## src/rtl/uart_tx_frame_ctrl_if.sv

```systemverilog
// rtl/uart_tx_frame_ctrl_if.sv - upstream handshake and serializer link of the UART frame sequencer
interface uart_tx_frame_ctrl_if #(
    parameter int DATA_WIDTH = 8
);
    logic [DATA_WIDTH-1:0] P_DATA;
    logic                  Data_Valid;
    logic                  PAR_EN;
    logic                  PAR_TYP;
    logic                  ser_data;
    logic                  ser_done;
    logic                  ser_en;
    logic                  TX_OUT;
    logic                  Busy;
    logic                  frame_err;

    modport slave (
        input  P_DATA, Data_Valid, PAR_EN, PAR_TYP, ser_data, ser_done,
        output ser_en, TX_OUT, Busy, frame_err
    );

    modport master (
        output P_DATA, Data_Valid, PAR_EN, PAR_TYP, ser_data, ser_done,
        input  ser_en, TX_OUT, Busy, frame_err
    );
endinterface

```

## src/rtl/uart_tx_frame_ctrl.sv

```systemverilog
// rtl/uart_tx_frame_ctrl.sv - UART TX frame sequencer: start/data/parity/stop muxing with DATA watchdog
module uart_tx_frame_ctrl #(
    parameter int DATA_WIDTH = 8,
    parameter int WDOG_SLACK = 2
) (
    input  logic               CLK,
    input  logic               RST,
    uart_tx_frame_ctrl_if.slave bus
);
    localparam int LIMIT = DATA_WIDTH + WDOG_SLACK;
    localparam int CW    = $clog2(LIMIT + 1);

    typedef enum logic [2:0] {
        S_IDLE   = 3'd0,
        S_START  = 3'd1,
        S_DATA   = 3'd2,
        S_PARITY = 3'd3,
        S_STOP   = 3'd4
    } state_t;

    state_t        r_state;
    logic [CW-1:0] r_bit_cnt;
    logic          r_par_bit;
    logic          r_par_en;
    logic          r_frame_err;
    logic [CW-1:0] w_cnt_inc;
    logic          w_tx;

    assign w_cnt_inc = r_bit_cnt + 1'b1;

    always_ff @(posedge CLK or negedge RST) begin
        if (!RST) begin
            r_state     <= S_IDLE;
            r_bit_cnt   <= '0;
            r_par_bit   <= 1'b0;
            r_par_en    <= 1'b0;
            r_frame_err <= 1'b0;
        end else begin
            case (r_state)
                S_IDLE: begin
                    if (bus.Data_Valid) begin
                        r_state     <= S_START;
                        r_par_en    <= bus.PAR_EN;
                        r_par_bit   <= (^bus.P_DATA) ^ bus.PAR_TYP;
                        r_frame_err <= 1'b0;
                        r_bit_cnt   <= '0;
                    end
                end
                S_START: r_state <= S_DATA;
                S_DATA: begin
                    if (r_bit_cnt < CW'(LIMIT))
                        r_bit_cnt <= w_cnt_inc;
                    // a missing ser_done must not wedge the line low-data forever
                    if (bus.ser_done)
                        r_state <= r_par_en ? S_PARITY : S_STOP;
                    else if (w_cnt_inc >= CW'(LIMIT)) begin
                        r_state     <= S_STOP;
                        r_frame_err <= 1'b1;
                    end
                end
                S_PARITY: r_state <= S_STOP;
                S_STOP:   r_state <= S_IDLE;
                default:  r_state <= S_IDLE;
            endcase
        end
    end

    always_comb begin
        w_tx = 1'b1;
        case (r_state)
            S_START:  w_tx = 1'b0;
            S_DATA:   w_tx = bus.ser_data;
            S_PARITY: w_tx = r_par_bit;
            default:  w_tx = 1'b1;
        endcase
    end

    assign bus.TX_OUT    = w_tx;
    assign bus.ser_en    = (r_state == S_START) || (r_state == S_DATA);
    assign bus.Busy      = (r_state != S_IDLE);
    assign bus.frame_err = r_frame_err;
endmodule

```

## src/flat_wrapper.sv

```systemverilog
// flat-port wrapper written by rule: the top's interface ports become plain ports
module uart_tx_frame_ctrl_flat 
#(
    parameter int DATA_WIDTH = 8,
    parameter int WDOG_SLACK = 2
)
  (CLK, RST, bus_P_DATA, bus_Data_Valid, bus_PAR_EN, bus_PAR_TYP, bus_ser_data, bus_ser_done, bus_ser_en, bus_TX_OUT, bus_Busy, bus_frame_err);
  uart_tx_frame_ctrl_if #(.DATA_WIDTH(DATA_WIDTH)) bus_i ();
  input  logic CLK;
  input  logic RST;
  input wire logic [$bits(bus_i.P_DATA)-1:0] bus_P_DATA;
  input wire logic [$bits(bus_i.Data_Valid)-1:0] bus_Data_Valid;
  input wire logic [$bits(bus_i.PAR_EN)-1:0] bus_PAR_EN;
  input wire logic [$bits(bus_i.PAR_TYP)-1:0] bus_PAR_TYP;
  input wire logic [$bits(bus_i.ser_data)-1:0] bus_ser_data;
  input wire logic [$bits(bus_i.ser_done)-1:0] bus_ser_done;
  output wire logic [$bits(bus_i.ser_en)-1:0] bus_ser_en;
  output wire logic [$bits(bus_i.TX_OUT)-1:0] bus_TX_OUT;
  output wire logic [$bits(bus_i.Busy)-1:0] bus_Busy;
  output wire logic [$bits(bus_i.frame_err)-1:0] bus_frame_err;
  assign bus_i.P_DATA = bus_P_DATA;
  assign bus_i.Data_Valid = bus_Data_Valid;
  assign bus_i.PAR_EN = bus_PAR_EN;
  assign bus_i.PAR_TYP = bus_PAR_TYP;
  assign bus_i.ser_data = bus_ser_data;
  assign bus_i.ser_done = bus_ser_done;
  assign bus_ser_en = bus_i.ser_en;
  assign bus_TX_OUT = bus_i.TX_OUT;
  assign bus_Busy = bus_i.Busy;
  assign bus_frame_err = bus_i.frame_err;
  uart_tx_frame_ctrl #(.DATA_WIDTH(DATA_WIDTH), .WDOG_SLACK(WDOG_SLACK)) u_core (.CLK(CLK), .RST(RST), .bus(bus_i));
endmodule
```

## config.mk

```make
export PLATFORM = sky130hd
export DESIGN_NAME = uart_tx_frame_ctrl_flat
export DESIGN_NICKNAME = d
export VERILOG_FILES = /design/src/rtl/uart_tx_frame_ctrl_if.sv /design/src/rtl/uart_tx_frame_ctrl.sv /design/src/flat_wrapper.sv
export SDC_FILE = /design/constraint.sdc
export NUM_CORES = 1
export LEC_CHECK = 0
export BUFFER_PORTS_ARGS = -buffer_cell sky130_fd_sc_hd__buf_2
export CAP_MARGIN = 15
export CORE_ASPECT_RATIO = 0.9
export CORE_MARGIN = 8
export CORE_UTILIZATION = 38
export DETAILED_ROUTE_END_ITERATION = 16
export HOLD_SLACK_MARGIN = 0.08
export RECOVER_POWER = 50
export SLEW_MARGIN = 20
export SYNTH_ARGS = -nofsm -noshare
export SYNTH_HDL_FRONTEND = slang
export SYNTH_SLANG_ARGS = --single-unit
```

## constraint.sdc

```tcl
create_clock -name CLK -period 1.6 [get_ports CLK]
set_input_delay 0.32 -clock CLK [delete_from_list [all_inputs] [get_ports CLK]]
set_output_delay 0.32 -clock CLK [all_outputs]
set_load 0.005 [all_outputs]
```

; After elaboration in Yosys (flattened, before gate mapping)
; Cells that the tools add are included.
[totals]
ff_bits = 10
latch_bits = 0
ram_bits = 0
romBits = 0
in_bits = 15
out_inout_bits = 4
wordCells = 39
n_memories = 0
[op_classes]
add_sub_neg = 1
multipliers = 0
n_div = 0
magnitude_cmp = 2
eq_ne = 8
shifts = 0
mux = 13
n_bitwise = 1
n_reduce_logical = 9
[op_table]
columns = operator, n
row1 = 3-bit 2-to-1 mux, 4
row2 = 3-bit one-hot mux with 4 select lines, 1
row3 = 4-bit 2-to-1 mux, 2
row4 = 4-bit one-hot mux with 2 select lines, 1
row5 = 8-bit XOR reduction, 1
row6 = 3-bit by 2-bit equality test with 1-bit output (second input constant), 2
row7 = 4-bit by 1-bit adder with 4-bit output (second input constant), 1
row8 = 4-bit >= comparator (second input constant), 1
row9 = 4-bit less-than comparator (second input constant), 1
row10 = 2-bit by 1-bit != test with 1-bit output (second input constant), 2
row11 = 2-bit != test (second input constant), 2
row12 = 2-bit AND reduction, 2
row13 = 4-bit AND reduction, 1
row14 = 3-bit by 1-bit equality test with 1-bit output (second input constant), 1
row15 = 3-bit zero test, 1
row16 = 1-bit 2-to-1 mux, 3
row17 = 3-bit by 2-bit != test with 1-bit output (second input constant), 1
row18 = 1-bit one-hot mux with 3 select lines, 1
row19 = 3-bit AND reduction, 1
row20 = 3-bit nonzero test, 1
row21 = 1-bit one-hot mux with 2 select lines, 1
row22 = 2-bit nonzero test, 1
row23 = 1-bit logical OR, 1
row24 = 1-bit XOR, 1

; Logic depth before layout (Yosys ltp)
; Gate-level depths: netlist of the first run.
[logic_depth]
depth_word = 5
ltp_mapped = 5
depth_no_buf = 5

; Worst setup path before layout of the first run
; OpenSTA, ideal clock, no wires.
[synth_timing]
kind = reg-to-reg
start = register u_core.r_state[0]
end = register u_core.r_bit_cnt[2]
arrival_ns = 1.357
path_slack_ns = 0.125
stages_incl_launch_ff = 5
synth_period_minus_slack_ns = 1.475
path_cell_list = dfrtp_1 -> buf_6 -> or4b_4 -> a21boi_4 -> a21o_1
[synth_between]
elab_chain_cells = 3
word_cells_on_any_way = 7
classes_between = 3 x eq/ne / 1 x mux / 3 x reduce/logical
[synth_lines]
columns = item, line
row1 = "start, declared", uart_tx_frame_ctrl.sv:21  ; state_t r_state;
row2 = "start signal, assigned", uart_tx_frame_ctrl.sv:55  ; r_state <= r_par_en ? S_PARITY : S_STOP;
row3 = 3-bit by 2-bit equality test with 1-bit output / 3-bit zero test (equally long branches), uart_tx_frame_ctrl.sv:39  ; case (r_state)
row4 = "2-bit by 1-bit != test with 1-bit output (no line), or another cell as far along", n/a
row5 = 3-bit AND reduction (no line), n/a
row6 = "end signal, assigned", uart_tx_frame_ctrl.sv:52  ; r_bit_cnt <= w_cnt_inc;
row7 = "end, declared", uart_tx_frame_ctrl.sv:22  ; logic [CW-1:0] r_bit_cnt;
; Parallel ways exist; a longest one is shown, timed or not.
; A chain may end at the register's enable or synchronous reset.

; Final worst setup path of the first run
[layout_timing]
start = register u_core.r_state[1]
end = output bus_Busy
[layout_between]
elab_chain_cells = 1
[layout_lines]
columns = item, line
row1 = 3-bit nonzero test, uart_tx_frame_ctrl.sv:80  ; assign bus.Busy = (r_state != S_IDLE);
row2 = "end, declared", flat_wrapper.sv:19  ; output wire logic [$bits(bus_i.Busy)-1:0] bus_Busy;
; No other way between the ends.

==> results by group, run 1 <==
STA
  • Clock skew: 4.17 ps
  • Fin crit share: 0.953
  • RSZ-0062 raised after global routing: yes
  • Final Max Tran Viols: 0
  • Worst-margin pin slew: 535 ps
  • Relative slew slack: 0.644
  • Minimum clock period: 1520 ps
  • # setup viols final: 0
  • FMAX: approximately 0.66 GHz
  • TNS Setup: 0 ps
  • Final hold violation count: 0

Power
  • Leakage: 0.000401 uW
  • VDD IR max: 0.000662 V
  • Flop pwr share: 0.339
  • Cell-internal power: 849 uW
  • Power Dens Cells: 1590 nW/um^2
  • Switching power: 469 uW
  • Sw Share: 0.356
  • Comb pwr share: 0.493
  • Clock share of power: 0.168

Detailed routing
  • DRT Wirelength: about 1200 um
  • DRT iter0 DRCs: 6
  • Mean routed wirelength per cell: between 10 and 15 um
  • DRC viols: 0
  • Number of iterations in the first detailed-routing pass: 4
  • Vias per Instance: 4.69
  • Antenna viol nets, final: 0
  • Vias: 530

Placement
  • Routability cong.: 0.767
  • # port buffers: 18
  • Post-DP HPWL: 996 um

Clocking
  • Clock sinks: 10
  • Maximum buffer depth of the clock tree: 2
  • H-tree levels: 1
  • Clk_lat worst skew: approximately 260 ps
  • Clk pin slew, worst setup/hold paths: 60 ps
  • CTS Buf Count: 3
  • Root Buffer: clkbuf_4
  • CTS tree: done

Yosys
  • Synthesis Warnings: 0
  • Syn nets: 79
  • Synthesized area: 626 um^2
  • Mapped Cells: 62
  • Largest family of logic cells by synthesized area: simple AND/OR/NAND/NOR gates
  • Compound-gate portion of the synthesized area: 0.176
  • Seq cells post-synth: 10
  • Mux cell area share after synthesis: 0.0180
  • Post-synth EDFFs: 0
  • Simple-gate share of the synthesized area: 0.182
  • Synthesized area per cell: 10.1 um^2
  • Synth top area share: 0.400
  • Xor and xnor area share after synthesis: 0.148
  • Largest area contributor in the netlist: dfrtp_1
  • Synth Area in Adders: 0.0400
  • Post-synth ARST share: 1.00
  • Ranking of synthesized cells by area: dfrtp_1 (40%), xnor2_1 (7.0%), o21ai_0 (6.4%), xor2_1 (4.2%), ha_1 (4.0%)
  • Post-synth top flop: dfrtp_1
  • Synth cell types: 26
  • Sequential area share after synthesis: 0.400

Worst setup path
  • Required time worst endpoint: ~1300 ps
  • Max incr delay on CP: 430 ps
  • Startpoint Class: flop
  • CP cell instances: or3_4 > buf_2
  • CP max FO: 5
  • CP endpoint kind: output port
  • Worst EP arrival: 1200 ps
  • Worst Path Class, Setup: reg2out
  • Slowest CP cell: dfrtp_2

Finish
  • Final core utilization: 0.513
  • Layout Nets: 107
  • Layout cells sized above 1: 0.371
  • Most frequent cells in the layout: buf_2 (17), dfrtp_1 (9), o21ai_0 (6), nand2_1 (6)
  • Commonest non-fill, non-tap cell in the layout: buf_2
  • Diode count: 0
  • Layout area overhead: 32.2%

Floorplan
  • IO Pins: 19
  • Die ar.: approximately 3200 um^2
  • Initial core utilization: 0.388
  • Die width: roughly 60 um
  • Area of the core: approximately 1600 um^2
  • Site Rows: 14
  • Die Ht: about 54 um

GRT
  • First-pass GRT wire length: 2190 um
  • Vias in the first global route: 544
  • Initial antenna violation count: 0
  • Total global-route track usage: 0.0927
  • Remaining Overflow, GRT: 0
  • Largest net degree at the start of global routing: 11

Job
  • Maximum Capacitance Violations: 0

Hold path
  • Worst Hold Class: in2reg

Status
  • Status: finished clean
path summary, 6_finish.rpt:
| path | cells after the start | startpoint | endpoint | slack (ps) |
|---|---|---|---|---|
| max in group asynchronous | 2 | RST | u_core.r_state[1] | 680 |
| setup reg to reg | 4 | u_core.r_state[1] | u_core.r_bit_cnt[0] | 110 |
| min in group asynchronous | 2 | RST | u_core.r_state[2] | 540 |
| hold / removal | 2 | bus_PAR_EN | u_core.r_par_en | 290 |
| setup / recovery | 2 | u_core.r_state[1] | bus_Busy | 80 |
| hold reg to reg | 2 | u_core.r_par_bit | u_core.r_par_bit | 490 |
critical path: cells and delay by family (launching register included):
kind / cells / cell delay, ps
buf+inv: 1 / 130
simple gates: 1 / 380
flops: 1 / 430
cell usage after synthesis (all sizes together), types with 2 or more instances:
master	number
inv	3
nor2	3
dfrtp	10
nand2	6
xnor2	5
a21oi	3
o21ai	8
a21boi	2
nor3	3
xor2	3
ha	2
flip-flops by register name (all words and copies together), names as in the netlist:
signal / cells
u_core.bus.frame_err: 1
u_core.r_bit_cnt: 4
u_core.r_par_en: 1
u_core.r_par_bit: 1
u_core.r_state: 3
power groups by stage:
| stage | registers (uW) | logic (uW) | clock network (uW) |
|---|---|---|---|
| 3_3_place_gp | 455 | 566 | 0 |
| 6_report | 447 | 650 | 221 |
| 3_5_place_dp | 456 | 576 | 0 |
| 4_1_cts | 446 | 652 | 234 |
| 5_1_grt | 463 | 730 | 247 |
| 2_1_floorplan | 419 | 431 | 0 |
per-stage QoR:
step                hold slack [ps]  power [uW]  cells  setup slack (ps)  instance area (um^2)
finish                          294        1320    113              75.5                   827
CTS                             290        1330    113              30.6                   823
floorplan                      24.4         850     62               125                   626
global route                    294        1440    113             -10.3                   827
global placement                193        1020    105              77.2                   749
detailed placement              190        1030    105              72.9                   749
layer usage:
metal  routed length, um  GRT usage  up-vias
li1                    -          -      272
met1                 521     0.0939      244
met2                 629      0.158       12
met3                  87     0.0563        2
met4                   4     0.0317        0
met5                   0          0        -
timing repair:
item	CTS	global route
setup buffers	3	0
gates resized for setup	2	3
setup endpoints to repair	2	3
hold buffers	1	0
pin swaps	0	0
hold endpoints to repair	10	0
area by class of cell:
class,instances,area (um^2)
fill,167,785
multi-input combinational,48,362
sequential,10,251
timing repair buffer,24,136
clock buffer,4,36.3
tap,24,30.0
inverter,3,11.3
cells by family (layout without fill, tap and decap cells):
logic type	after synthesis	in the layout
buf+inv	4	31
simple gates	20	20
fa+ha+maj	2	2
compound gates	16	16
xor+xnor	9	9
mux	1	1
flops	10	10
Power figures use the tool's default switching activity.
==> run 2, diff against run 1 <==
--- a/config.mk
+++ b/config.mk
@@ -10,8 +10,10 @@
 export CORE_ASPECT_RATIO = 0.9
 export CORE_MARGIN = 8
 export CORE_UTILIZATION = 38
+export CTS_CLUSTER_DIAMETER = 60
 export DETAILED_ROUTE_END_ITERATION = 16
 export HOLD_SLACK_MARGIN = 0.08
+export PLACE_DENSITY = 0.69
 export RECOVER_POWER = 50
 export SLEW_MARGIN = 20
 export SYNTH_ARGS = -nofsm -noshare
==> results by group, run 2 (synthesized netlist as in run 1, its figures left out) <==
Status
  • Status: finished clean (unchanged)

Floorplan
  • Die ar.: 3200 um^2 (unchanged)
  • Die Ht: 54.5 um (unchanged)
  • Site Rows: 14 (unchanged)
  • IO Pins: 19 (unchanged)
  • Area of the core: 1610 um^2 (unchanged)
  • Die width: 58.8 um (unchanged)
  • Initial core utilization: 0.388 (unchanged)

GRT
  • Total global-route track usage: 0.101 (was 0.0927)
  • Remaining Overflow, GRT: 0 (unchanged)
  • First-pass GRT wire length: 2400 um (was 2190 um)
  • Initial antenna violation count: 0 (unchanged)
  • Vias in the first global route: 577 (was 544)
  • Largest net degree at the start of global routing: 11 (unchanged)

STA
  • TNS Setup: 0 ps (unchanged)
  • FMAX: 0.661 GHz (was 0.656 GHz)
  • Final setup margin: 86.7 ps (was 75.5 ps)
  • Final Max Tran Viols: 0 (unchanged)
  • # setup viols final: 0 (unchanged)
  • Worst-margin pin slew: 555 ps (was 535 ps)
  • Clock skew: 3.71 ps (was 4.17 ps)
  • RSZ-0062 raised after global routing: no (was yes)
  • Final hold violation count: 0 (unchanged)
  • Minimum clock period: 1510 ps (was 1520 ps)
  • Fin crit share: 0.946 (was 0.953)
  • Relative slew slack: 0.630 (was 0.644)

Clocking
  • CTS Buf Count: 3 (unchanged)
  • CTS tree: done (unchanged)
  • Root Buffer: clkbuf_4 (unchanged)
  • Maximum buffer depth of the clock tree: 2 (unchanged)
  • Clk_lat worst skew: 260 ps (about the same)
  • Clock sinks: 10 (unchanged)
  • Clk pin slew, worst setup/hold paths: 70 ps (was 60 ps)
  • H-tree levels: 1 (unchanged)

Detailed routing
  • DRC viols: 0 (unchanged)
  • DRT Wirelength: 1350 um (was 1240 um)
  • Vias: 535 (was 530)
  • Antenna viol nets, final: 0 (unchanged)
  • Number of iterations in the first detailed-routing pass: 4 (unchanged)
  • Vias per Instance: 4.78 (was 4.69)
  • DRT iter0 DRCs: 21 (was 6)
  • Mean routed wirelength per cell: 12.1 um (was 11.0 um)

Power
  • Power Dens Cells: 1620 nW/um^2 (was 1590 nW/um^2)
  • VDD IR max: 0.000678 V (was 0.000662 V)
  • Leakage: 0.000392 uW (was 0.000401 uW)
  • Total power: 1330 uW (was 1320 uW)

Hold path
  • Hold Path Sink: u_core.r_par_en (unchanged)
  • Worst Hold Class: in2reg (unchanged)
  • HP Start: bus_PAR_EN (unchanged)
  • Hold Path Depth: 2 (unchanged)

Worst setup path
  • Required time worst endpoint: 1280 ps (about the same)
  • R2R Setup Slk: 110 ps (about the same)
  • Worst EP arrival: 1190 ps (was 1200 ps)
  • CP endpoint kind: output port (unchanged)
  • Critical R2R Launch: u_core.r_state[1] (unchanged)
  • Worst Path Class, Setup: reg2out (unchanged)
  • Worst r2r path cells: 4 (unchanged)
  • Reg2reg end: u_core.r_bit_cnt[0] (unchanged)
  • Startpoint Class: flop (unchanged)
  • CP max FO: 4 (was 5)

Finish
  • Final core utilization: 0.510 (was 0.513)
  • Max reg flops: 4 (unchanged)
  • Largest regs: u_core.r_bit_cnt x4, u_core.r_state x3 (unchanged)
  • Most frequent cells in the layout: buf_2 (16), dfrtp_1 (9), o21ai_0 (6), nand2_1 (6), xnor2_1 (5) (was buf_2 (17), dfrtp_1 (9), o21ai_0 (6), nand2_1 (6))
  • Non-Filler Instances: 112 (was 113)
  • Commonest non-fill, non-tap cell in the layout: buf_2 (unchanged)
  • Diode count: 0 (unchanged)
  • Layout area overhead: 31.4% (was 32.2%)
  • Top reg by flops: u_core.r_bit_cnt (unchanged)
  • Layout cells sized above 1: 0.352 (was 0.371)
  • Layout Nets: 106 (was 107)

Placement
  • Routability cong.: 0.771 (was 0.767)
  • # port buffers: 18 (unchanged)
  • DP Cell Count: 105 (unchanged)
  • Place WS: 67.0 ps (was 72.9 ps)
  • Post-DP HPWL: 1080 um (was 996 um)

Job
  • Maximum Capacitance Violations: 0 (unchanged)
run 2: cell count changes in the layout (fill, tap and decap cells not counted):
cell      delta
buf_2        -1
clkbuf_1     +1
buf_6        +1
buf_4        -2
run 2: per-stage QoR:
| stage | hold WS (ps) | instance area, um^2 |
|---|---|---|
| detailed placement | 192 | 749 |
| finish | 295 | 822 |
| floorplan | 24.4 | 626 |
| global route | 283 | 822 |
| global placement | 192 | 749 |
| CTS | 288 | 816 |
run 2: worst max-delay path by stage:
stage | start | to | slack [ps] | depth (start not counted)
after floorplan | u_core.r_state[0] | u_core.r_bit_cnt[2] | 120 | 4
after global placement | u_core.r_state[1] | u_core.r_bit_cnt[2] | 80 | 3
after detailed placement | u_core.r_state[1] | u_core.r_bit_cnt[0] | 70 | 4
after CTS | u_core.r_state[0] | bus_TX_OUT | 10 | 4
after global routing | u_core.r_state[0] | bus_TX_OUT | 10 | 4
final | u_core.r_state[1] | bus_Busy | 90 | 2
run 2: report_power, final:
part | leakage, uW | internal (uW) | total [uW] | switching, uW
sequential | 0.000130 | 347 | 449 | 102
combinational | 0.000242 | 360 | 657 | 297
clock | 0.0000210 | 138 | 223 | 85.1
total | 0.000392 | 845 | 1330 | 484
run 2: metal layers:
metal	vias to the layer above	track usage	routed length [um]
li1	270	-	-
met4	0	0.0476	0
met5	-	0	0
met2	15	0.188	711
met1	250	0.0954	567
met3	0	0.0423	73
run 2: repair_timing:
| item | 4_1_cts | 5_1_grt |
|---|---|---|
| resized for setup | 2 | 4 |
| setup endpoints to repair | 2 | 2 |
| hold buffers | 1 | 0 |
| setup buffers | 2 | 0 |
| hold endpoints to repair | 10 | 0 |
run 2: critical path, cell delays in order, from the launching register on:
cell     delay, ps
dfrtp_2        430
or3_4          370
buf_2          130
run 2: cell type report:
class	instances	area, um^2
Fill cell	155	790
Multi-Input combinational cell	48	362
Sequential cell	10	251
Timing Repair Buffer	23	131
Clock buffer	4	36.3
Tap cell	24	30.0
Inverter	3	11.3
